**src/rtl/uart_bmrd_16bit_if.sv**
```systemverilog
// Host/memory-side bundle for the UART block-memory readback streamer.
// The master modport drives requests and memory data; the slave modport is the streamer.
interface uart_bmrd_16bit_if #(
  parameter int unsigned ADDR_W = 16
);
  logic              start_i;
  logic [ADDR_W-1:0] base_adr_i;
  logic [ADDR_W-1:0] len_i;
  logic              mem_ren_o;
  logic [ADDR_W-1:0] mem_adr_o;
  logic [15:0]       mem_dat_i;
  logic              busy_o;
  logic              done_o;
  logic              uart_tx_o;

  modport master (
    output start_i, base_adr_i, len_i, mem_dat_i,
    input  mem_ren_o, mem_adr_o, busy_o, done_o, uart_tx_o
  );

  modport slave (
    input  start_i, base_adr_i, len_i, mem_dat_i,
    output mem_ren_o, mem_adr_o, busy_o, done_o, uart_tx_o
  );
endinterface

```
**src/rtl/uart_bmrd_16bit.sv**
```systemverilog
// Streams len 16-bit words from block memory out over UART 8N1, low byte first.
// Optional UPD_CHECKSUM_EN appends a 16-bit running-sum trailer before completion.
module uart_bmrd_16bit #(
  parameter int unsigned ADDR_W       = 16,
  parameter int unsigned CLKS_PER_BIT = 87
) (
  input  logic               clk,
  input  logic               rst,
  uart_bmrd_16bit_if.slave   bus
);
  localparam int unsigned CNT_W = $clog2(CLKS_PER_BIT);

  typedef enum logic [2:0] {
    S_IDLE,
    S_RD,
    S_CAP,
    S_TXLO,
    S_TXHI,
`ifdef UPD_CHECKSUM_EN
    S_CKLO,
    S_CKHI,
`endif
    S_FIN
  } state_t;

  state_t            state;
  logic [ADDR_W-1:0] base;
  logic [ADDR_W-1:0] len;
  logic [ADDR_W-1:0] idx;
  logic [15:0]       word;
  logic [CNT_W-1:0]  cnt;
  logic [3:0]        bitn;
  logic              mem_ren;
  logic [ADDR_W-1:0] mem_adr;
  logic              busy;
  logic              done;
  logic              tx;
  logic [7:0]        cur_byte;
`ifdef UPD_CHECKSUM_EN
  logic [15:0]       sum;
`endif

  assign bus.mem_ren_o = mem_ren;
  assign bus.mem_adr_o = mem_adr;
  assign bus.busy_o    = busy;
  assign bus.done_o    = done;
  assign bus.uart_tx_o = tx;

  always_comb begin
    cur_byte = word[7:0];
    case (state)
      S_TXHI:  cur_byte = word[15:8];
`ifdef UPD_CHECKSUM_EN
      S_CKLO:  cur_byte = sum[7:0];
      S_CKHI:  cur_byte = sum[15:8];
`endif
      default: cur_byte = word[7:0];
    endcase
  end

  always_ff @(posedge clk) begin
    if (rst) begin
      state   <= S_IDLE;
      base    <= '0;
      len     <= '0;
      idx     <= '0;
      word    <= '0;
      cnt     <= '0;
      bitn    <= '0;
      mem_ren <= 1'b0;
      mem_adr <= '0;
      busy    <= 1'b0;
      done    <= 1'b0;
      tx      <= 1'b1;
`ifdef UPD_CHECKSUM_EN
      sum     <= '0;
`endif
    end else begin
      mem_ren <= 1'b0;
      done    <= 1'b0;
      case (state)
        S_IDLE: begin
          if (bus.start_i) begin
            base <= bus.base_adr_i;
            len  <= bus.len_i;
            idx  <= '0;
`ifdef UPD_CHECKSUM_EN
            sum  <= '0;
`endif
            if (bus.len_i == '0) begin
`ifdef UPD_CHECKSUM_EN
              state <= S_CKLO;
              busy  <= 1'b1;
              tx    <= 1'b0;
              cnt   <= '0;
              bitn  <= '0;
`else
              state <= S_FIN;
              done  <= 1'b1;
`endif
            end else begin
              state   <= S_RD;
              busy    <= 1'b1;
              mem_ren <= 1'b1;
              mem_adr <= bus.base_adr_i;
            end
          end
        end
        S_RD: state <= S_CAP;
        S_CAP: begin
          word  <= bus.mem_dat_i;
`ifdef UPD_CHECKSUM_EN
          sum   <= sum + bus.mem_dat_i;
`endif
          tx    <= 1'b0;
          cnt   <= '0;
          bitn  <= '0;
          state <= S_TXLO;
        end
        S_FIN: state <= S_IDLE;
        S_TXLO, S_TXHI
`ifdef UPD_CHECKSUM_EN
        , S_CKLO, S_CKHI
`endif
        : begin
          if (cnt != CNT_W'(CLKS_PER_BIT - 1)) begin
            cnt <= cnt + CNT_W'(1);
          end else begin
            cnt <= '0;
            // bitn is the bit now on the line; the next one is data bit bitn, or stop after D7
            if (bitn != 4'd9) begin
              bitn <= bitn + 4'd1;
              tx   <= (bitn == 4'd8) ? 1'b1 : cur_byte[bitn[2:0]];
            end else if (state == S_TXLO) begin
              state <= S_TXHI;
              tx    <= 1'b0;
              bitn  <= '0;
            end else if (state == S_TXHI && (idx + ADDR_W'(1)) != len) begin
              idx     <= idx + ADDR_W'(1);
              mem_adr <= base + idx + ADDR_W'(1);
              mem_ren <= 1'b1;
              state   <= S_RD;
`ifdef UPD_CHECKSUM_EN
            end else if (state == S_TXHI) begin
              state <= S_CKLO;
              tx    <= 1'b0;
              bitn  <= '0;
            end else if (state == S_CKLO) begin
              state <= S_CKHI;
              tx    <= 1'b0;
              bitn  <= '0;
`endif
            end else begin
              state <= S_FIN;
              done  <= 1'b1;
              busy  <= 1'b0;
            end
          end
        end
        default: state <= S_IDLE;
      endcase
    end
  end
endmodule

```
**src/flat_wrapper.sv**
```systemverilog
// flat-port wrapper written by rule: the top's interface ports become plain ports
module uart_bmrd_16bit_flat 
#(
  parameter int unsigned ADDR_W       = 16,
  parameter int unsigned CLKS_PER_BIT = 87
)
  (clk, rst, bus_start_i, bus_base_adr_i, bus_len_i, bus_mem_dat_i, bus_mem_ren_o, bus_mem_adr_o, bus_busy_o, bus_done_o, bus_uart_tx_o);
  uart_bmrd_16bit_if #(.ADDR_W(ADDR_W)) bus_i ();
  input  logic clk;
  input  logic rst;
  input wire logic [$bits(bus_i.start_i)-1:0] bus_start_i;
  input wire logic [$bits(bus_i.base_adr_i)-1:0] bus_base_adr_i;
  input wire logic [$bits(bus_i.len_i)-1:0] bus_len_i;
  input wire logic [$bits(bus_i.mem_dat_i)-1:0] bus_mem_dat_i;
  output wire logic [$bits(bus_i.mem_ren_o)-1:0] bus_mem_ren_o;
  output wire logic [$bits(bus_i.mem_adr_o)-1:0] bus_mem_adr_o;
  output wire logic [$bits(bus_i.busy_o)-1:0] bus_busy_o;
  output wire logic [$bits(bus_i.done_o)-1:0] bus_done_o;
  output wire logic [$bits(bus_i.uart_tx_o)-1:0] bus_uart_tx_o;
  assign bus_i.start_i = bus_start_i;
  assign bus_i.base_adr_i = bus_base_adr_i;
  assign bus_i.len_i = bus_len_i;
  assign bus_i.mem_dat_i = bus_mem_dat_i;
  assign bus_mem_ren_o = bus_i.mem_ren_o;
  assign bus_mem_adr_o = bus_i.mem_adr_o;
  assign bus_busy_o = bus_i.busy_o;
  assign bus_done_o = bus_i.done_o;
  assign bus_uart_tx_o = bus_i.uart_tx_o;
  uart_bmrd_16bit #(.ADDR_W(ADDR_W), .CLKS_PER_BIT(CLKS_PER_BIT)) u_core (.clk(clk), .rst(rst), .bus(bus_i));
endmodule
```
**config.mk**
```make
export PLATFORM = sky130hd
export DESIGN_NAME = uart_bmrd_16bit_flat
export DESIGN_NICKNAME = d
export VERILOG_FILES = /design/src/rtl/uart_bmrd_16bit_if.sv /design/src/rtl/uart_bmrd_16bit.sv /design/src/flat_wrapper.sv
export SDC_FILE = /design/constraint.sdc
export NUM_CORES = 1
export LEC_CHECK = 0
export BUFFER_PORTS_ARGS = -buffer_cell sky130_fd_sc_hd__buf_2
export CORE_UTILIZATION = 35
export CTS_CLUSTER_DIAMETER = 40
export DETAILED_ROUTE_END_ITERATION = 10
export GPL_ROUTABILITY_DRIVEN = 1
export PLACE_DENSITY = 0.55
export SETUP_SLACK_MARGIN = 0.1
export SYNTH_ARGS = -nofsm -noshare
export SYNTH_HDL_FRONTEND = slang
export SYNTH_SLANG_ARGS = --single-unit
```
**constraint.sdc**
```tcl
create_clock -name clk -period 3.1 [get_ports clk]
set_input_delay 0.93 -clock clk [delete_from_list [all_inputs] [get_ports clk]]
set_output_delay 0.93 -clock clk [all_outputs]
set_load 0.01 [all_outputs]
```
==> key figures <==
Global routing
  – First-pass GRT wire length: 26,800 µm
  – Pin count of the biggest net entering global routing: 33
  – Number of antenna violations at the first check in global routing: 0
  – Global routing's busiest layer: met2
  – Global router's overall resource usage: 20.8%
  – Sum of overflow across all layers after global routing: 0
  – Vias in the first global route: 5,278
  – Met3 Usage GRT: 2.67%
  – Global-route track usage on met1: 29.0%
  – Met2 layer usage reported by global route: 32.4%

Status
  – Status: finished clean

Synth
  – Post-synthesis async set-or-reset flop share: 0%
  – Post-synth EDFFs: 0
  – Area of the mapped netlist: 0.00571 mm²
  – Cells after Synth: 729
  – Post-Syn Area per Cell: 7.83 µm²
  – Most used standard cells in the synthesized netlist: nand2_1 (139), dfxtp_1 (98), a21oi_1 (92), nor2_1 (44), clkbuf_1 (30)
  – Most used flip-flop cell after synthesis: dfxtp_1
  – Sequential element share of the synthesized area: 34.4%
  – Largest cells by area after synthesis: dfxtp_1 (34%), nand2_1 (9.1%), a21oi_1 (8.1%)
  – Post-synthesis net count: 799
  – Number of distinct library cell variants in the gate-level netlist after synthesis: 74
  – Cell with the most instances after synthesis: nand2_1
  – Post-synthesis register bit count: 98
  – Biggest area consumer among synthesized cells: dfxtp_1
  – Synth top area share: 34.4%
  – Total of warnings raised by yosys: 0

STA
  – Number of endpoints with negative hold slack in the final report: 0
  – Final setup violation count: 0
  – Unrepaired setup endpoints after global routing: true
  – Final cycle utilization of the critical path: 98.0%
  – Final Max Tran Viols: 0
  – Shortest period the worst path allows: 3040 ps
  – Fmax: 329 MHz
  – Hold_ws: 455 ps
  – Slew HR: 62.1%
  – Setup TNS after final layout: 0 ps
  – Worst slew pin tran: 563 ps
  – Clock Skews: 7.81 ps

Worst setup path
  – Arrival time reported for the critical path endpoint: 3320 ps
  – Slack of the worst reg-to-reg path: 60 ps
  – Critical-path cell with the highest stage delay: or4b_4
  – Required time at the endpoint of the critical path: 3380 ps
  – Class of the most critical setup path: flop to flop
  – Delay of the slowest cell on the worst path: 490 ps
  – Maximum fanout along the worst path: 2
  – List of cells traversed by the critical path: ha_4 > xor2_2 > a211oi_2 > nand4b_1 > or4b_1 > or4b_1 > or4b_4 > o32a_1 > a211oi_2
  – Crit. End Element: flop
  – Reg-to-reg endpoint: u_core.bus.done_o$_SDFF_PP0_
  – RR Startpoint: u_core.idx[0]$_SDFFE_PP0P_
  – R2R depth: 9
  – Sort of element at the start of the critical path: flop

Worst hold path
  – Worst Hold End: u_core.word[8]$_SDFFE_PP0P_
  – Worst hold stages: 2
  – Kind of path behind the tightest hold check: flop to flop
  – Source of the worst hold timing path: u_core.word[8]$_SDFFE_PP0P_

Clock tree
  – Clock tree from TritonCTS: built
  – Number of buffers created by CTS: 9
  – Worst skew pair latency: 360 ps
  – Register clock-pin slew on the reported worst setup and hold paths: 70 ps
  – CTS HTree Levels: 3
  – Clock Sink Count: 98
  – Cell at the root of the clock tree: clkbuf_16
  – Post-CTS Hold Fix Bufs: 0
  – Number of buffers between clock root and the deepest sink: 2

Finish
  – Fillers: 1,645
  – Post-route cell area: 0.00690 mm²
  – Fraction of layout cells with a size suffix above 1: 22.7%
  – Final core area utilization: 43.4%
  – Area overhead of the layout relative to synthesis: 20.8%
  – # nets final: 880
  – Antenna Cells: 0

Power and ir drop
  – Combinational fraction of design power: 20.6%
  – Design internal power: 0.00221 W
  – Proportion of power drawn by flip-flops and latches: 45.0%
  – Clk pwr share: 34.5%
  – PD cells: 459 mW/mm²
  – VDD IR max: 253 µV
  – Leakage power: 2.72 nW
  – Net switching power: 0.000959 W
  – Switching part of the total: 30.3%

Floorplanning
  – Overall die height: 130 µm
  – Core region area: 0.0159 mm²
  – IO Pins: 71
  – Total Die Area: 0.0168 mm²
  – Std cell rows: 46
  – Die Wd: 130 µm
  – Starting density of the core: 35.9%

Routing
  – Routed wire length: 16,900 µm
  – Initial DRT Pass Iterations: 4
  – Routed length per placed instance: 16.4 µm
  – Count of antenna-violating nets left after detailed routing: 0
  – Per-cell via count in the routed design: 5.46
  – Overall via count from detail_route: 5,633
  – Iteration-0 DRC Markers: 415
  – Number of remaining DRC errors: 0

Run
  – Max-capacitance violation count: 0

Placed design
  – Post-place instance area: 0.00644 mm²
  – GPL Wtd Cong: 0.851
  – HPWL reported at the end of detailed placement: 12,300 µm
  – IO buf count: 70
[cell usage in the layout, fill, tap and decap left out, drive strengths merged, types with 9 or more instances in the layout]
cell type  synthesis  routed
a21oi             92      92
nand2            139     139
o211ai            15      15
xnor2             19      19
nor3               9       9
o21ai             41      41
nor2              45      45
a211oi             9       9
ha                18      18
nand3             18      18
buf               17     117
or3               20      20
clkbuf            30      12
inv               14      14
xor2              10      10
dfxtp             98      98
[stage by stage]
step                      setup slack [ps]  instances  power, W
final                                 61.2       1031   0.00317
after global routing                 -24.1       1031   0.00334
after CTS                             60.1       1029   0.00318
after detailed placement             -26.5       1009   0.00208
after global placement               -31.6       1009   0.00207
after floorplan                        114        729   0.00185
[state kept, by name (all words and copies together), names as in the netlist]
signal and flops:
u_core.bus.done_o 1, u_core.bus.mem_ren_o 1, u_core.bus.busy_o 1, u_core.bitn 4
u_core.cnt 7, u_core.bus.mem_adr_o 16, u_core.word 16, u_core.bus.uart_tx_o 1
u_core.len 16, u_core.state 3, u_core.idx 16, u_core.base 16
[layer usage]
metal	vias to the layer above	part of all wire, %
met4	0	1.7
met1	2727	50
met3	15	4.0
met5	-	0
li1	2775	-
met2	116	45
[logic make-up after synthesis]
family                     after synthesis  synth area share, %
DFF                                     98                 34.4
muxes                                    9                 2.24
adders and majority gates               19                 4.30
AOI/OAI and AO/OA                      208                 22.6
xor gates and xnor gates                29                 4.45
buffers and inverters                   62                 5.37
and+or+nand+nor                        304                 26.7
[worst max-delay path by stage]
stage                                from                      endpoint  slack [ps]  cells past startpoint
2_1_floorplan  u_core.idx[1]$_SDFFE_PP0P_  u_core.bus.done_o$_SDFF_PP0_         110                     10
6_report       u_core.idx[0]$_SDFFE_PP0P_  u_core.bus.done_o$_SDFF_PP0_          60                      9
3_3_place_gp   u_core.idx[3]$_SDFFE_PP0P_  u_core.bus.done_o$_SDFF_PP0_         -30                      8
3_5_place_dp   u_core.idx[3]$_SDFFE_PP0P_  u_core.bus.done_o$_SDFF_PP0_         -30                      8
5_1_grt        u_core.idx[0]$_SDFFE_PP0P_  u_core.bus.done_o$_SDFF_PP0_         -20                      9
4_1_cts        u_core.idx[0]$_SDFFE_PP0P_  u_core.bus.done_o$_SDFF_PP0_          60                      9
[cell type report]
type | count | area [µm²] | area share [%]
clock buffers | 12 | 256 | 3.72
clock inverters | 4 | 26.3 | 0.381
inverters | 15 | 56.3 | 0.816
multi-input cells | 569 | 3580 | 51.8
flip-flops and latches | 98 | 1980 | 28.7
well taps | 216 | 270 | 3.92
repair buffers | 117 | 732 | 10.6
[timing repair]
action,CTS,global route
gates cloned,0,1
endpoints found under the setup margin,22,33
endpoints found under the hold margin,0,0
resized for setup,9,30
pin swaps,3,9
buffers inserted,4,1
[power by group through the flow]
stage	sequential, W	clock [W]	combinational, W
5_1_grt	0.00143	0.00118	0.000723
6_report	0.00142	0.00109	0.000651
4_1_cts	0.00142	0.00113	0.000630
2_1_floorplan	0.00145	0	0.000397
3_5_place_dp	0.00145	0	0.000624
3_3_place_gp	0.00145	0	0.000616
[critical path, delay by kind of cell, from the launching register on]
kind | cells | cell delay (ps)
AND/OR/NAND/NOR | 4 | 1560
flip-flops | 1 | 340
adder cells (fa/ha/maj) | 1 | 250
XOR/XNOR | 1 | 140
AO/OA/AOI/OAI | 3 | 680
Power figures use the tool's default switching activity.
